File: src/rtl/counter_pkg.sv
// counter_pkg: constants and helpers shared by the counter block.
//   LOAD_W     width of the parallel-load bus
//   UP / DOWN  encoding of the direction input
//   cnt_op_e   the control action selected for one clock edge (below reset)
//   sel_op()   resolves clr/load/en into a single action by priority
package counter_pkg;

    localparam int LOAD_W = 16;

    localparam logic UP   = 1'b0;
    localparam logic DOWN = 1'b1;

    typedef enum logic [1:0] {
        OP_HOLD = 2'd0,
        OP_CLR  = 2'd1,
        OP_LOAD = 2'd2,
        OP_STEP = 2'd3
    } cnt_op_e;

    // Reset is handled directly in the register block, so only
    // clr > load > en is resolved here.
    function automatic cnt_op_e sel_op(input logic clr, input logic load, input logic en);
        cnt_op_e op;
        if (clr) begin
            op = OP_CLR;
        end else if (load) begin
            op = OP_LOAD;
        end else if (en) begin
            op = OP_STEP;
        end else begin
            op = OP_HOLD;
        end
        return op;
    endfunction

endpackage

File: src/rtl/counter.sv
// counter: WIDTH-bit up/down counter with synchronous clear, parallel load
// and a one-cycle wrap flag.
//   clk      rising-edge clock for all state
//   rst      synchronous active-high reset (highest priority)
//   clr      synchronous clear to zero
//   en       step enable
//   down     direction, UP=0 increments, DOWN=1 decrements
//   load     synchronous load of load_val (zero-extended or truncated to WIDTH)
//   load_val 16-bit load value
//   count    current count, straight from a register
//   ovf      high for the single cycle after an up or down wrap
module counter
    import counter_pkg::*;
#(
    parameter int WIDTH = 16
) (
    input  logic              clk,
    input  logic              rst,
    input  logic              clr,
    input  logic              en,
    input  logic              down,
    input  logic              load,
    input  logic [LOAD_W-1:0] load_val,
    output logic [WIDTH-1:0]  count,
    output logic              ovf
);

    logic [WIDTH-1:0] count_q;
    logic [WIDTH-1:0] count_d;
    logic             ovf_q;
    logic             ovf_d;
    logic [WIDTH-1:0] load_adj_s;
    cnt_op_e          op_s;

    // Fit the 16-bit load bus to the counter width.
    if (WIDTH > LOAD_W) begin : g_load_ext
        assign load_adj_s = {{(WIDTH - LOAD_W){1'b0}}, load_val};
    end else if (WIDTH == LOAD_W) begin : g_load_eq
        assign load_adj_s = load_val;
    end else begin : g_load_trunc
        assign load_adj_s = load_val[WIDTH-1:0];
    end

    assign op_s = sel_op(clr, load, en);

    // Next count and wrap flag, computed together so they register on the same edge.
    always_comb begin
        count_d = count_q;
        ovf_d   = 1'b0;
        case (op_s)
            OP_CLR: begin
                count_d = '0;
                ovf_d   = 1'b0;
            end
            OP_LOAD: begin
                count_d = load_adj_s;
                ovf_d   = 1'b0;
            end
            OP_STEP: begin
                if (down == DOWN) begin
                    count_d = count_q - WIDTH'(1'b1);
                    ovf_d   = ~|count_q;
                end else begin
                    count_d = count_q + WIDTH'(1'b1);
                    ovf_d   = &count_q;
                end
            end
            OP_HOLD: begin
                count_d = count_q;
                ovf_d   = 1'b0;
            end
            default: begin
                count_d = count_q;
                ovf_d   = 1'b0;
            end
        endcase
    end

    // Count and wrap-flag registers; reset overrides every other control.
    always_ff @(posedge clk) begin
        if (rst) begin
            count_q <= '0;
            ovf_q   <= 1'b0;
        end else begin
            count_q <= count_d;
            ovf_q   <= ovf_d;
        end
    end

    assign count = count_q;
    assign ovf   = ovf_q;

endmodule

File: config.mk
export PLATFORM = sky130hd
export DESIGN_NAME = counter
export DESIGN_NICKNAME = d
export VERILOG_FILES = /design/src/rtl/counter_pkg.sv /design/src/rtl/counter.sv
export SDC_FILE = /design/constraint.sdc
export NUM_CORES = 1
export LEC_CHECK = 0
export ABC_AREA = 1
export CAP_MARGIN = 10
export CORE_UTILIZATION = 40
export CTS_CLUSTER_DIAMETER = 60
export DETAILED_ROUTE_END_ITERATION = 10
export PLACE_DENSITY = 0.77
export SLEW_MARGIN = 25
export SYNTH_ARGS = -nofsm -noshare
export SYNTH_HDL_FRONTEND = slang
export SYNTH_SLANG_ARGS = --single-unit
File: constraint.sdc
create_clock -name clk -period 2.25 [get_ports clk]
set_input_delay 0.3375 -clock clk [delete_from_list [all_inputs] [get_ports clk]]
set_output_delay 0.3375 -clock clk [all_outputs]
set_load 0.02 [all_outputs]
# After elaboration in Yosys (flattened, before gate mapping)
# Cells that the tools add are included.
# word_totals
mem_bits_rw	0
register_bits	17
n_memories	0
word_cells	19
rom_bits	0
input_bits	22
latch_bits	0
# op_classes
multipliers	0
shifts	0
mux	7
eq_ne	3
n_addsub	2
div_mod_pow	0
bitwise	0
n_reduce_logical	5
order_cmp	0
# op_table
cell	count
$pmux W16 S3	1
$add A16 B1 Y16 const B	1
$mux W16	1
$reduce_and A16 Y1	1
$reduce_or A16 Y1	1
$sub A16 B1 Y16 const B	1
$mux W2	3
$eq A2 B2 Y1 const B	2
$reduce_or A3 Y1	1
$eq A2 B1 Y1 const B	1
$logic_not A2 Y1	1
$pmux W1 S2	1
$logic_not A1 Y1	1
$mux W1	1

# Logic depth before layout (Yosys ltp)
# depth
word_depth	6
mapped_depth	12

# Worst setup path before layout
# Ideal clock, no wire load.
# synth_path
path_kind	register to register
start	register count_q[10] (netlist: count[10])
end	register count_q[15] (netlist: count[15])
period_less_slack_ns	1.596
path_stages_with_launch	10
slack_ns	0.654
path_buffers	0
arrival_ns	1.483
required_time_ns	2.137
setup_time_ns	0.113
path_cell_list	dfxtp_1 ha_1 nand2_2 inv_2 a21oi_2 inv_1 a21oi_1 nand3_1 nand3_1 nand2_1
# synth_via
elab_chain_cells	3
word_cells_on_any_way	4
# synth_rtl
element	line	rtl
from (decl)	counter.sv:28	logic [WIDTH-1:0] count_q;
from (signal assigned)	counter.sv:85	count_q <= count_d;
$add A16 B1 Y16 or $sub A16 B1 Y16 (tied branches)	counter.sv:64, counter.sv:61	
$mux W16 *	counter.sv:60	if (down == DOWN) begin
$pmux W16 S3 *	counter.sv:50	case (op_s)
# Every way passes the cells marked *; elsewhere a longest branch is shown, timed or not.
# A chain may end at the register's enable or synchronous reset.

# Final worst setup path
# layout_path
start	input port down
end	register count_q[14] (netlist: count[14])
# layout_via
elab_chain_cells	2
# layout_rtl
element	line	rtl
from (decl)	counter.sv:21	input logic down,
$mux W16	counter.sv:60	
$pmux W16 S3	counter.sv:50	
# Every way passes these cells.

==> results.json <==
{
  "totalPowerFinal_uw": 943,
  "slowest_stage": "clkdlybuf4s50_1",
  "gr-total-overflow": 0,
  "place_area_sq_um": 2220,
  "final_cell_area_sq_um": 2270,
  "hpwl_mm": 3.80,
  "maxCapViolCount": 0,
  "path_max_fanout": 17,
  "boundaryPins": 39,
  "synth_fp_nets": 335,
  "mostFrequentLayoutCells": "nand2_1 (103), inv_1 (50), clkdlybuf4s50_1 (38)",
  "rsz0062_at_grt": "false",
  "p_sw_uw": 340,
  "clock_tree.buffer_depth": 2,
  "fin_setup_tns_ns": 0,
  "synth_edf_count": 0,
  "rows": 23,
  "crit_path_end_kind": "flip-flop",
  "grt_pass1_vias": 1818,
  "power_density_nw_per_um2": 416,
  "crit_path_frequent_cell": "nand2_1",
  "die-area_sq_um": 4700,
  "min_path_type": "flip-flop to flip-flop",
  "pwr-share-comb": 0.384,
  "die_y_um": 68.6,
  "async_reset_ff_frac": 0,
  "core_sq_um": 4120,
  "synth_seq_area_share": 0.192,
  "max_freq_mhz": 501,
  "mostFrequentLayoutCell": "nand2_1",
  "slew_headroom": 0.673,
  "grtUsageTotal": 0.227,
  "cellLeakagePower_nw": 1.13,
  "crit_start": "down",
  "worstPathRequired_ns": 2.45,
  "skew_ns": 0.00197,
  "worstPathArrival_ns": 2.19,
  "ir_drop_uv": 216,
  "path_class": "primary input to flip-flop",
  "grt_max_degree": 18,
  "holdPathStages": 2,
  "vias": 1994,
  "drv_slew": 0,
  "drtIter0Drc": 130,
  "fin_nets": 378,
  "layout-drive-gt1-share": 0.0824,
  "cts_resized": 0,
  "endpoint": "count[14]$_SDFFE_PP0P_",
  "routedWlPerCell_um": 12.3,
  "cp.buffers_inverters": 2,
  "ant_nets": 0,
  "routed_wl_mm": 4.81,
  "netlist_instances": 298,
  "num_antenna_cells": 0,
  "htreeDepth": 1,
  "die_w_um": 68.6,
  "vias_per_cell": 5.11,
  "start_util": 0.431,
  "tightestPinTransition_ns": 0.487,
  "fin_hold_ws_ns": 0.557,
  "numCtsBuffers": 3,
  "place.gp.congestion": 0.851,
  "synth_area_per_cell_sq_um": 5.95,
  "clock_latency_ns": 0.25,
  "final_hold_viol_count": 0,
  "areaGrowthSynthToFinish_pct": 28.0,
  "ys_seq_elements": 17,
  "setup_viol": 0,
  "power.internal_uw": 603,
  "root_buffer": "clkbuf_8",
  "r2r-end": "count[14]$_SDFFE_PP0P_",
  "post-route-min-period_ns": 2.00,
  "drc": 0,
  "syn_area_sq_um": 1770,
  "status": "completed",
  "cp_cell_sequence": "clkdlybuf4s50_1 > buf_12 > fa_1 > nand2_1 > nand2_1 > nand3_1 > nand2_2 > nand2_1 > nand2_1 > nand2_1 > nand3_1 > a21oi_2",
  "path_depth": 12,
  "cts_hold_buf": 0,
  "synth_ff_type": "dfxtp_1",
  "ys_types": 32,
  "yosysWarnings": 0,
  "p_clk_frac": 0.253,
  "clk_pin_slew_ns": 0.07,
  "path_delay_family": "simple AND/OR/NAND/NOR gates",
  "reg2regPathDepth": 10,
  "critPathLaunchType": "primary input",
  "r2r-start": "count[0]$_SDFFE_PP0P_",
  "slowest_delay_ns": 0.45,
  "rrSetupSlack_ns": 0.57,
  "first_pass_iters": 4,
  "cts_setup_buffers": 0,
  "utilization": 0.551,
  "numPortBuffers": 38,
  "cts_tree": "built",
  "post-route-period-util": 0.888,
  "p_seq_frac": 0.364,
  "clock_sinks": 17,
  "fill_cells": 410,
  "antenna_found_initial": 0,
  "grt_first_pass_wirelength_mm": 8.00,
  "switching_share": 0.360
}
==> synth_stat cells, types with 2 or more instances <==
cell type,n,area (sq um)
nand2_1,103,387
inv_1,50,188
nand3_1,24,120
dfxtp_1,17,340
ha_1,14,175
nor2_1,14,52.6
a21oi_1,12,60.1
a31oi_1,7,43.8
nand4_1,7,43.8
nor2_2,6,37.5
a22o_1,5,43.8
inv_2,4,15.0
nand2_2,4,25.0
nor4_1,4,25.0
a21oi_2,3,26.3
nand3b_1,3,22.5
a32o_1,2,20.0
buf_6,2,22.5
clkinv_1,2,7.51
nor3_1,2,10.0
o21ai_0,2,10.0
==> state kept, by name (all words and copies together), names as in the netlist <==
| register | count |
|---|---|
| count | 16 |
| ovf | 1 |
==> area by class of cell <==
type                       count  area (sq um)  area share
tap                           50          62.6      0.0276
inverter                      57           215      0.0949
clock buffer                   4          45.0      0.0199
timing repair buffer          42           423       0.186
sequential                    17           340       0.150
multi-input combinational    220          1180       0.521
==> worst min-delay path: cells and delay by family (launching register included) <==
| family | cells | cell delay (ns) |
|---|---|---|
| DFF | 1 | 0.35 |
| and+or+nand+nor | 1 | 0.08 |
| AOI/OAI and AO/OA | 1 | 0.07 |
==> per-layer routing <==
metal	track usage	share of wire	wire length, um
met5	0	0	0
met4	0.0599	0.015	74
met3	0.0559	0.051	243
met2	0.401	0.48	2300
met1	0.271	0.46	2190
==> cells by family after synthesis <==
logic type                 synth area share
DFF                                   0.192
and+or+nand+nor                       0.424
adders and majority gates             0.110
buffers and inverters                 0.141
AOI/OAI and AO/OA                     0.128
xor gates and xnor gates            0.00494
==> through the flow <==
step,worst slack [ns],std cells
6_report,0.252,390
2_1_floorplan,0.654,298
4_1_cts,0.256,390
3_5_place_dp,-0.000492,386
5_1_grt,0.0997,390
3_3_place_gp,0.0158,386
==> power groups by stage <==
stage	Sequential, mW	Clock (mW)	Combinational [mW]
finish	0.343	0.238	0.362
floorplan	0.362	0	0.213
detailed placement	0.350	0	0.359
CTS	0.343	0.245	0.362
global route	0.346	0.264	0.407
global placement	0.349	0	0.354
==> worst min path at each step <==
| stage | startpoint | to | slack [ns] |
|---|---|---|---|
| 6_report | count[2]$_SDFFE_PP0P_ | count[2]$_SDFFE_PP0P_ | 0.56 |
| 3_5_place_dp | count[2]$_SDFFE_PP0P_ | count[2]$_SDFFE_PP0P_ | 0.55 |
| 3_3_place_gp | count[2]$_SDFFE_PP0P_ | count[2]$_SDFFE_PP0P_ | 0.54 |
| 2_1_floorplan | rst | count[0]$_SDFFE_PP0P_ | 0.41 |
| 5_1_grt | count[3]$_SDFFE_PP0P_ | count[3]$_SDFFE_PP0P_ | 0.60 |
| 4_1_cts | count[2]$_SDFFE_PP0P_ | count[2]$_SDFFE_PP0P_ | 0.56 |
Note: power is estimated with default switching activity, not from simulation.
